`src/rtl/br_puf_pkg.sv`:
```
// Shared definitions for the bistable-ring PUF controller: FSM states,
// parameter defaults and the majority-vote helper.
package br_puf_pkg;

   typedef enum logic [2:0] {
      IDLE   = 3'd0,
      RST    = 3'd1,
      SETTLE = 3'd2,
      SAMPLE = 3'd3,
      RESP   = 3'd4
   } state_e;

   localparam int WIDTH_DEF         = 64;
   localparam int RESET_CYCLES_DEF  = 8;
   localparam int SETTLE_CYCLES_DEF = 32;
   localparam int REPS_W_DEF        = 4;

   // Strict majority: a tie resolves to 0.
   function automatic logic majority(input logic [31:0] ones, input logic [31:0] nrep);
      return ({ones[30:0], 1'b0} > nrep);
   endfunction

endpackage

```
`src/rtl/br_sync2.sv`:
```
// Two-flop synchroniser that brings the free-running ring output into the CLK domain.
module br_sync2 (
   input  logic clk_i,
   input  logic rst_i,
   input  logic d_i,
   output logic q_o
);

   logic meta_q;
   logic sync_q;

   // Metastability-settling register pair.
   always_ff @(posedge clk_i) begin
      if (rst_i) begin
         meta_q <= 1'b0;
         sync_q <= 1'b0;
      end else begin
         meta_q <= d_i;
         sync_q <= meta_q;
      end
   end

   assign q_o = sync_q;

endmodule

```
`src/rtl/br_puf_ctrl.sv`:
```
// Bistable-ring PUF evaluation controller: resets and releases the ring NREP
// times, samples the settled output each time and returns a majority vote.
module br_puf_ctrl
   import br_puf_pkg::*;
#(
   parameter int WIDTH         = WIDTH_DEF,
   parameter int RESET_CYCLES  = RESET_CYCLES_DEF,
   parameter int SETTLE_CYCLES = SETTLE_CYCLES_DEF,
   parameter int REPS_W        = REPS_W_DEF
) (
   input  logic              CLK,
   input  logic              RESET,
   input  logic              REQ_VALID,
   output logic              REQ_READY,
   input  logic [WIDTH-1:0]  CHAL,
   input  logic [REPS_W-1:0] NREP,
   output logic              RSP_VALID,
   input  logic              RSP_READY,
   output logic              RSP_BIT,
   output logic [REPS_W:0]   RSP_ONES,
   output logic              RING_RESET,
   output logic [WIDTH-1:0]  RING_C,
   input  logic              RING_OUT
);

   localparam int CYC_MAX = (RESET_CYCLES > SETTLE_CYCLES) ? RESET_CYCLES : SETTLE_CYCLES;
   localparam int CNT_W   = $clog2(CYC_MAX + 1);
   localparam logic [CNT_W-1:0] RST_LAST    = CNT_W'(RESET_CYCLES - 1);
   localparam logic [CNT_W-1:0] SETTLE_LAST = CNT_W'(SETTLE_CYCLES - 1);

   state_e             state_q, state_d;
   logic [CNT_W-1:0]   cyc_q, cyc_d;
   logic [REPS_W-1:0]  rep_q, rep_d, rep_inc;
   logic [REPS_W-1:0]  nrep_q, nrep_d;
   logic [REPS_W:0]    ones_q, ones_d, ones_inc;
   logic [REPS_W:0]    rsp_ones_q, rsp_ones_d;
   logic [WIDTH-1:0]   chal_q, chal_d;
   logic               rsp_bit_q, rsp_bit_d;
   logic               req_ready_q, rsp_valid_q, ring_reset_q;
   logic               ring_sync;

   br_sync2 u_sync (
      .clk_i (CLK),
      .rst_i (RESET),
      .d_i   (RING_OUT),
      .q_o   (ring_sync)
   );

   // Next-state and datapath update for the evaluation sequence.
   always_comb begin
      rep_inc    = rep_q + REPS_W'(1);
      ones_inc   = ones_q + {{REPS_W{1'b0}}, ring_sync};
      state_d    = state_q;
      cyc_d      = cyc_q;
      rep_d      = rep_q;
      nrep_d     = nrep_q;
      ones_d     = ones_q;
      chal_d     = chal_q;
      rsp_bit_d  = rsp_bit_q;
      rsp_ones_d = rsp_ones_q;
      case (state_q)
         IDLE: begin
            if (REQ_VALID) begin
               state_d = RST;
               chal_d  = CHAL;
               nrep_d  = (NREP == '0) ? REPS_W'(1) : NREP;
               cyc_d   = '0;
               rep_d   = '0;
               ones_d  = '0;
            end else begin
               state_d = IDLE;
            end
         end
         RST: begin
            if (cyc_q == RST_LAST) begin
               state_d = SETTLE;
               cyc_d   = '0;
            end else begin
               cyc_d = cyc_q + CNT_W'(1);
            end
         end
         SETTLE: begin
            if (cyc_q == SETTLE_LAST) begin
               state_d = SAMPLE;
               cyc_d   = '0;
            end else begin
               cyc_d = cyc_q + CNT_W'(1);
            end
         end
         SAMPLE: begin
            ones_d = ones_inc;
            rep_d  = rep_inc;
            // rep_inc never exceeds nrep_q, so the count fits in REPS_W+1 bits.
            if (rep_inc < nrep_q) begin
               state_d = RST;
            end else begin
               state_d    = RESP;
               rsp_ones_d = ones_inc;
               rsp_bit_d  = majority(32'(ones_inc), 32'(nrep_q));
            end
         end
         RESP: begin
            if (RSP_READY) begin
               state_d = IDLE;
            end else begin
               state_d = RESP;
            end
         end
         default: begin
            state_d = IDLE;
         end
      endcase
   end

   // State, datapath and registered handshake/ring-control outputs.
   always_ff @(posedge CLK) begin
      if (RESET) begin
         state_q      <= IDLE;
         cyc_q        <= '0;
         rep_q        <= '0;
         nrep_q       <= '0;
         ones_q       <= '0;
         chal_q       <= '0;
         rsp_bit_q    <= 1'b0;
         rsp_ones_q   <= '0;
         req_ready_q  <= 1'b1;
         rsp_valid_q  <= 1'b0;
         ring_reset_q <= 1'b1;
      end else begin
         state_q      <= state_d;
         cyc_q        <= cyc_d;
         rep_q        <= rep_d;
         nrep_q       <= nrep_d;
         ones_q       <= ones_d;
         chal_q       <= chal_d;
         rsp_bit_q    <= rsp_bit_d;
         rsp_ones_q   <= rsp_ones_d;
         req_ready_q  <= (state_d == IDLE);
         rsp_valid_q  <= (state_d == RESP);
         ring_reset_q <= (state_d == IDLE) || (state_d == RST) || (state_d == RESP);
      end
   end

   assign REQ_READY  = req_ready_q;
   assign RSP_VALID  = rsp_valid_q;
   assign RSP_BIT    = rsp_bit_q;
   assign RSP_ONES   = rsp_ones_q;
   assign RING_RESET = ring_reset_q;
   assign RING_C     = chal_q;

endmodule

```
`config.mk`:
```
export PLATFORM = sky130hd
export DESIGN_NAME = br_puf_ctrl
export DESIGN_NICKNAME = d
export VERILOG_FILES = /design/src/rtl/br_puf_pkg.sv /design/src/rtl/br_sync2.sv /design/src/rtl/br_puf_ctrl.sv
export SDC_FILE = /design/constraint.sdc
export NUM_CORES = 1
export LEC_CHECK = 0
export ABC_AREA = 1
export CAP_MARGIN = 20
export CELL_PAD_IN_SITES_DETAIL_PLACEMENT = 0
export CELL_PAD_IN_SITES_GLOBAL_PLACEMENT = 1
export CORE_MARGIN = 2
export CORE_UTILIZATION = 33
export CTS_CLUSTER_DIAMETER = 50
export DETAILED_ROUTE_END_ITERATION = 7
export PLACE_DENSITY = 0.89
export SYNTH_ARGS = -nofsm -noshare
export SYNTH_HDL_FRONTEND = slang
export SYNTH_SLANG_ARGS = --single-unit
```
`constraint.sdc`:
```
create_clock -name CLK -period 2.2 [get_ports CLK]
set_clock_uncertainty 0.1 [all_clocks]
set_input_delay 0.33 -clock CLK [delete_from_list [all_inputs] [get_ports CLK]]
set_output_delay 0.33 -clock CLK [all_outputs]
set_load 0.02 [all_outputs]
```
Word level (Yosys, flattened, before mapping)

Index checks and enable logic that the tools add are counted.

Reductions and logical operators: 11
Eq/ne operators: 9
Bitwise gates (word level): 1
Add/subtract/negate cells: 3
Muxes and demuxes: 15
Order comparisons: 2

Operators with widths:

| kind                | number |
|---|---|
| $mux 6              | 3 |
| $pmux 6 s3          | 1 |
| $pmux 3 s5          | 1 |
| $mux 3              | 4 |
| $pmux 5 s2          | 1 |
| $mux 4              | 2 |
| $pmux 4 s2          | 1 |
| $reduce_and 2->1    | 4 |
| $add 6x1->6 const B | 1 |
| $eq 3x1->1 const B  | 2 |
| $eq 3x2->1 const B  | 2 |
| $eq 3x3->1 const B  | 2 |
| $eq 6x3->1 const B  | 1 |
| $eq 6x5->1 const B  | 1 |
| $gt 6x4->1          | 1 |
| $logic_not 3->1     | 2 |
| $add 5x1->5         | 1 |
| $mux 5              | 1 |
| $add 4x1->4 const B | 1 |
| $logic_not 4->1     | 1 |
| $lt 4x4->1          | 1 |
| $reduce_bool 3->1   | 1 |
| $logic_or 1x1->1    | 2 |
| $ne 2x2->1 const B  | 1 |
| 3 further kinds     | 3 |

Register bits: 97
Word-level logic and storage cells: 54
Output and inout bits: 73
Bits of input ports: 73

Longest topological paths before layout

Gate-level depths: netlist of the first run.

Depth in word-level cells: 7
Mapped depth: 11
Depth with buffers taken out: 11

Hierarchy

A second synthesis of the first run with hierarchy kept.

Cells, all modules: 491
Area, all modules: 4144.0 sq um

Modules (own cells, without submodules):

| module      | cells an instance | area each (sq um) | times used | seq. area each (sq um) |
|---|---|---|---|---|
| br_puf_ctrl | 485               | 4088.9            | 1          | 1901.8 |
| br_sync2    | 6                 | 55.1              | 1          | 40.0 |

Least setup slack after synthesis of the first run

Ideal clock, no wire load.

Path kind: reg2reg
Start: reg ones_q[0]
End: reg rsp_bit_q, in the netlist RSP_BIT
Required time: 1.984 ns
Data arrival time: 1.551 ns
Library setup time: 0.116 ns
Slack: 0.433 ns
Buffers on the path: 0
Clock period less this slack: 1.767 ns
Cell stages (with the launch flop): 11
Cells stage by stage: dfxtp_1 > ha_1 > ha_1 > xor2_1 > ha_1 > a21oi_1 > nand2_1 > nand2_1 > nand2_1 > nor2_1 > nor2_1

Cells in the longest elaborated chain, start to end: 2

Ends and longest elaborated chain:

| element                | RTL line           | RTL |
|---|---|---|
| start, declared        | br_puf_ctrl.sv:35  | `logic [REPS_W:0] ones_q, ones_d, ones_inc;` |
| start signal, assigned | br_puf_ctrl.sv:134 | `ones_q <= ones_d;` |
| $add 5x1->5            | br_puf_ctrl.sv:52  | `ones_inc = ones_q + {{REPS_W{1'b0}}, ring_sync};` |
| net ones_inc[2]        | br_puf_ctrl.sv:35  |  |
| $gt 6x4->1             | br_puf_pkg.sv:20   | `return ({ones[30:0], 1'b0} > nrep);` |
| end signal, assigned   | br_puf_ctrl.sv:136 | `rsp_bit_q <= rsp_bit_d;` |
| end, declared          | br_puf_ctrl.sv:38  | `logic rsp_bit_q, rsp_bit_d;` |

The timed path passes the listed nets, and every way through them passes these cells.
A chain may end at the register's enable or synchronous reset.

Final worst setup path of the first run

Start: reg rep_q[0]
End: reg rsp_bit_q, in the netlist RSP_BIT

Cells in the longest elaborated chain, start to end: 4

Ends and longest elaborated chain:

| element                    | RTL line           | RTL |
|---|---|---|
| start, declared            | br_puf_ctrl.sv:33  | `logic [REPS_W-1:0] rep_q, rep_d, rep_inc;` |
| start signal, assigned     | br_puf_ctrl.sv:132 | `rep_q <= rep_d;` |
| $add 4x1->4                | br_puf_ctrl.sv:51  | `rep_inc = rep_q + REPS_W'(1);` |
| $lt 4x4->1                 | br_puf_ctrl.sv:94  | `if (rep_inc < nrep_q) begin` |
| $not 1->1 (no line)        | n/a                |  |
| $reduce_and 2->1 (no line) | n/a                |  |

Every way passes these cells.

==> out/metrics.yaml, run 1 <==
clock_network:
  clk_path_buf_depth: 2
  insertion_delay_ns: 0.34
  cts-root-buf: "clkbuf_16"
  post_cts_buffers: 0
  cts_made_buffers: 9
  cts-resized-gates: 0
  htree_levels: 3
  clkTransAtPathRegs_ns: 0.06
  cts_hold_buf: 0
  cts_tree: "built"
  cts.sinks: 97
route:
  wl_met1_um: 4650
  first_iter_violations: 125
  drt-pass1-iter-count: 4
  wl_met3_um: 789
  highest_layer: "met4"
  drtAntennaViolNets: 0
  vias: 3647
  wl_per_cell_um: 13.3
  route.detailed.drc: 0
  drt_wl_total_um: 10700
  dr_wl_met2_um: 5020
  vias_per_cell: 4.53
pwr:
  clockPowerShare_pct: 35.9
  combPwrFrac_pct: 18.1
  p_int_w: 0.00302
  max-vdd-ir-drop_mv: 0.315
  power_leakage_nw: 2.22
  power.net_switching_w: 0.00109
  switching_share_pct: 26.4
  power_density_nw_per_um2: 682
  seqPwrFrac_pct: 46.0
timing:
  tightest_slew_ns: 0.618
  setup_tns_ns: 0
  finalMaxSlewViolations: 0
  fmax_mhz: 512
  period_share_pct: 88.9
  whs_ns: 0.170
  hold_viol: 0
  layout_min_cycle_time_ns: 1.96
  setup_viol: 0
  rsz0062_at_grt: "no"
  max_slew_margin_pct: 58.8
global_route:
  antenna_found_initial: 0
  grt_pass1_vias: 3780
  overflow: 0
  grt_pass1_wl_um: 18300
  grt_use_total_pct: 16.2
  grt_max_degree: 44
synthesis:
  syn_nets: 574
  synth_cell_type_count: 30
  synth.cell_area_um2: 4270
  synth_area_leaders: "dfxtp_1 46%, a21oi_2 13%, nand2_1 10%"
  netlist.area_leader.share_pct: 45.5
  yosysTopAreaCell: "dfxtp_1"
  synth-seq-cells: 97
  synth_cells: 491
  synth_warnings: 0
  syn_avg_cell_area_um2: 8.69
  yosysSeqAreaShare_pct: 45.5
critical_path:
  start_kind: "flop"
  reg2regPathDepth: 11
  r2r_end: "RSP_BIT"
  worstPathArrival_ns: 2.09
  crit_type: "flop to flop"
  cp-end-kind: "flop"
  worstPathMaxFanout: 7
  cp_slowest_cell: "dfxtp_1"
  path_common_cell: "nand2_1"
  reg2reg_slack_ns: 0.24
  reg2reg_from: "rep_q[0]"
  crit_chain: "ha_1 > xor2_1 > ha_1 > nand2_1 > inv_1 > nand2_1 > nand2_1 > nand2_2 > inv_1 > o21ai_0 > nor2_1"
  cp.required_ns: 2.33
  max_stage_delay_ns: 0.39
placed_design:
  placed_area_um2: 5750
  gp_congestion: 0.783
  dp_hpwl_um: 7760
  numPortBuffers: 145
cells_and_area:
  nets: 711
  syn_to_final_growth_pct: 41.3
  fill_cells: 1238
  n_antenna_cell: 0
  final_common_cell: "clkdlybuf4s50_1"
  drive_gt1_share_pct: 24.3
  finalInstanceArea_um2: 6030
  final_cell_mix: "144 x clkdlybuf4s50_1, 115 x nand2_1, 97 x dfxtp_1"
  final_util_pct: 47.8
job:
  maxCapViolations: 0
floorplanning:
  num_rows: 41
  die_y_um: 118
  start_util_pct: 33.8
  ios: 146
  core_area_um2: 12600
  die-area_um2: 13900
  die_x_um: 118
worst_hold_path:
  holdPathStages: 2
  hp-start: "RESET"
  min_to: "RING_C[59]"
  hold_class: "input pin to flop"
run_status:
  outcome: "finished clean"
-- kinds of logic after synthesis --
logic type      synth area share (%)
buf+inv                         8.01
fa+ha+maj                       2.93
compound gates                  17.3
xor+xnor                        1.23
simple gates                    25.0
flops                           45.5
-- power groups by stage --
stage,clock network [W],registers (W),logic [W]
global placement,0,0.00193,0.000740
floorplan,0,0.00202,0.000348
detailed placement,0,0.00193,0.000750
finish,0.00147,0.00189,0.000745
global route,0.00160,0.00190,0.000807
CTS,0.00153,0.00189,0.000753
-- per-layer routing --
| layer | vias up | global-route usage [%] |
|---|---|---|
| li1 | 1841 | - |
| met1 | 1699 | 19.0 |
| met2 | 95 | 26.5 |
| met3 | 12 | 6.20 |
| met4 | 0 | 6.63 |
| met5 | - | 0 |
-- cell type report --
type                    count  area [um2]  share of cell area (%)
multi-input cells         342        1980                    32.9
flip-flops and latches     97        1940                    32.2
repair buffers            152        1510                    25.1
clock buffers              14         264                    4.38
well taps                 172         215                    3.57
inverters                  26        98.8                    1.64
clock inverters             2        12.5                   0.208
-- flip-flops by register name (all words and copies together), names as in the netlist, 3 cells and up --
name      count
RING_C       64
RSP_ONES      5
cyc_q         6
nrep_q        4
ones_q        5
rep_q         4
state_q       3
-- cells in the mapped netlist (all sizes together) --
| cell | number |
|---|---|
| nand2 | 178 |
| dfxtp | 97 |
| a21oi | 83 |
| nor2 | 30 |
| inv | 25 |
| buf | 22 |
| nand3 | 15 |
| o21ai | 15 |
| ha | 10 |
| clkbuf | 4 |
| xnor2 | 3 |
| xor2 | 3 |
| a21boi | 1 |
| clkinv | 1 |
| nand3b | 1 |
| nand4 | 1 |
| nor4 | 1 |
| o21bai | 1 |
-- per-stage QoR --
stage | instances | power (W) | setup WS (ns)
finish | 805 | 0.00411 | 0.245
global route | 805 | 0.00431 | 0.0129
CTS | 805 | 0.00417 | 0.261
detailed placement | 789 | 0.00268 | 0.282
global placement | 789 | 0.00267 | 0.335
floorplan | 491 | 0.00236 | 0.433
-- how the worst max path moves through the flow --
stage	to	cells past startpoint	from	slack [ns]
6_report	RSP_BIT	11	rep_q[0]	0.24
5_1_grt	RSP_BIT	11	rep_q[0]	0.01
4_1_cts	RSP_BIT	11	rep_q[0]	0.26
3_5_place_dp	RSP_BIT	11	rep_q[0]	0.28
3_3_place_gp	RSP_BIT	10	ones_q[0]	0.33
2_1_floorplan	RSP_BIT	10	ones_q[0]	0.43
-- worst max-delay path: cells and delay by family, from the launching register on --
family | cells | cell delay [ns]
AND/OR/NAND/NOR | 5 | 0.41
buffers and inverters | 2 | 0.13
AO/OA/AOI/OAI | 1 | 0.17
adder cells (fa/ha/maj) | 2 | 0.45
XOR/XNOR | 1 | 0.20
flip-flops | 1 | 0.39
Power figures use the tool's default switching activity.
==> inputs of run 2 (changes only) <==
- HOLD_SLACK_MARGIN: default -> 0.1
==> results of run 2 <==
The final DEF is identical to that of run 1; final timing and power are the same.
==> inputs of run 3 (changes only) <==
- CORE_UTILIZATION: 33 -> 32
- PLACE_DENSITY: 0.89 -> 0.88
- SYNTH_HIERARCHICAL: default -> 1
==> run 3 against run 2 <==
Compared with the run above:
- sequential power about the same
- synthesized cell count unchanged
- fmax rose by 2.3%
- largest cell class is now registers
==> out/metrics.yaml, run 3 <==
synthesis:
  synth_top_family_by_area: "simple AND/OR/NAND/NOR gates"
  synth_mux_area_share_pct: 0
  syn_nets: 574
  synthTopCellsByCount: "128 x nand2_1, 97 x dfxtp_1, 51 x nand2_2"
  synth.cell_area_um2: 4140
  synth_ff_type: "dfxtp_1"
  netlist.area_leader.share_pct: 46.9
  async_reset_ff_share_pct: 0
  synth_area_leaders: "dfxtp_1 47%, nand2_1 12%, a21oi_2 11%"
  yosysMostFrequentCell: "nand2_1"
  synthXorXnorAreaFrac_pct: 1.27
  synthSimpleGateAreaFrac_pct: 24.7
  yosysTopAreaCell: "dfxtp_1"
  synth_compound_area_share_pct: 16.7
  synth-edff-count: 0
  syn_avg_cell_area_um2: 8.44
  yosysSeqAreaShare_pct: 46.9
  synth_warnings: 6
  synth-seq-cells: 97
  synth_cell_type_count: 29
  synth_cells: 491
  yosys.area_share.adder_pct: 3.02
cells_and_area:
  fill_cells: 1203
  largest_reg_flops: 64
  final_cell_mix: "144 x clkdlybuf4s50_1, 128 x nand2_1, 97 x dfxtp_1"
  regArea_um2: 1940
  n_antenna_cell: 0
  multiInputGateArea_um2: 1890
  nets: 711
  final_common_cell: "clkdlybuf4s50_1"
  drive_gt1_share_pct: 20.9
  syn_to_final_growth_pct: 45.5
timing:
  fmax_mhz: 523
  layout_min_cycle_time_ns: 1.91
  rsz0062_at_grt: "no"
  tightest_slew_ns: 0.623
  finalMaxSlewViolations: 0
  setup_tns_ns: 0
  max_slew_margin_pct: 58.5
  period_share_pct: 86.8
  setup_viol: 0
  hold_viol: 0
floorplanning:
  die-area_um2: 13900
  start_util_pct: 32.8
  die_x_um: 118
  ios: 146
  die_y_um: 118
  num_rows: 41
  core_area_um2: 12600
route:
  wl_per_cell_um: 12.6
  drt-pass1-iter-count: 4
  drt_wl_total_um: 10100
  drtAntennaViolNets: 0
  vias: 3570
  first_iter_violations: 113
  vias_per_cell: 4.44
  route.detailed.drc: 0
job:
  maxCapViolations: 0
run_status:
  outcome: "finished clean"
clock_network:
  cts.sinks: 97
  cts-root-buf: "clkbuf_16"
  post_cts_buffers: 0
  cts_made_buffers: 9
  clkTransAtPathRegs_ns: 0.07
  cts_hold_buf: 0
  htree_levels: 3
  insertion_delay_ns: 0.34
  cts-resized-gates: 0
  cts_tree: "built"
  clk_path_buf_depth: 2
global_route:
  grt_use_total_pct: 15.1
  grt_pass1_wl_um: 17100
  antenna_found_initial: 0
  grt_max_degree: 43
  overflow: 0
  grt_pass1_vias: 3646
critical_path:
  worstPathArrival_ns: 2.05
  cp.required_ns: 2.34
  crit_type: "flop to flop"
  start_kind: "flop"
  cp-end-kind: "flop"
  worstPathMaxFanout: 3
placed_design:
  numPortBuffers: 145
  dp_hpwl_um: 7150
  gp_congestion: 0.750
pwr:
  power_w: 0.00437
  max-vdd-ir-drop_mv: 0.412
  power_density_nw_per_um2: 724
  power_leakage_nw: 2.29
worst_hold_path:
  hold_class: "flop to flop"
## run 3: logic make-up (layout without fill, tap and decap cells)
kind of cell,count (synthesis),count (layout)
flip-flops,97,97
adder cells (fa/ha/maj),10,10
AO/OA/AOI/OAI,100,100
buffers and inverters,52,193
AND/OR/NAND/NOR,226,226
XOR/XNOR,6,6
## run 3: area by class of cell
type / count / share of cell area, %
flip-flops and latches: 97 / 32.2
inverters: 27 / 1.70
clock inverters: 6 / 1.78
repair buffers: 151 / 25.6
clock buffers: 9 / 3.73
well taps: 172 / 3.57
multi-input cells: 342 / 31.4
## run 3: power by group
group | internal (W) | switching, W
clock | 0.00110 | 0.000655
combinational | 0.000350 | 0.000372
sequential | 0.00184 | 0.0000466
total | 0.00329 | 0.00107
## run 3: worst max-delay path, stage by stage (launching register included)
cell,delay [ns]
dfxtp_1,0.31
ha_1,0.21
ha_1,0.21
xor2_1,0.24
ha_1,0.31
a21oi_1,0.13
nand2_1,0.06
nand2_1,0.06
nand2_1,0.05
nor2_1,0.08
nor2_1,0.05
## run 3: layer usage
metal  up-vias  share of wire (%)  global-route usage (%)
met5         -                  0                       0
met4         0                2.3                    7.38
met3        16                9.8                    6.69
met2       112                 45                    24.2
met1      1608                 43                    17.1
li1       1834                  -                       -
## run 3: through the flow
step | utilization [%] | std cells | cell area [um2] | hold slack, ns | setup WS, ns
finish | 47.8 | 804 | 6030 | 0.311 | 0.289
global route | 47.8 | 804 | 6030 | 0.329 | 0.0471
CTS | 47.8 | 804 | 6030 | 0.314 | 0.276
detailed placement | 45.2 | 789 | 5700 | 0.297 | 0.292
global placement | 45.2 | 789 | 5700 | 0.297 | 0.360
floorplan | - | 491 | 4140 | 0.288 | 0.450
## run 3: path summary, 6_finish.rpt
path                 startpoint          to  slack (ns)  depth (start not counted)
setup / recovery      ones_q[0]     RSP_BIT        0.29                         10
hold / removal    u_sync/meta_q  u_sync/q_o        0.31                          2
setup reg to reg      ones_q[0]     RSP_BIT        0.29                         10
hold reg to reg   u_sync/meta_q  u_sync/q_o        0.31                          2
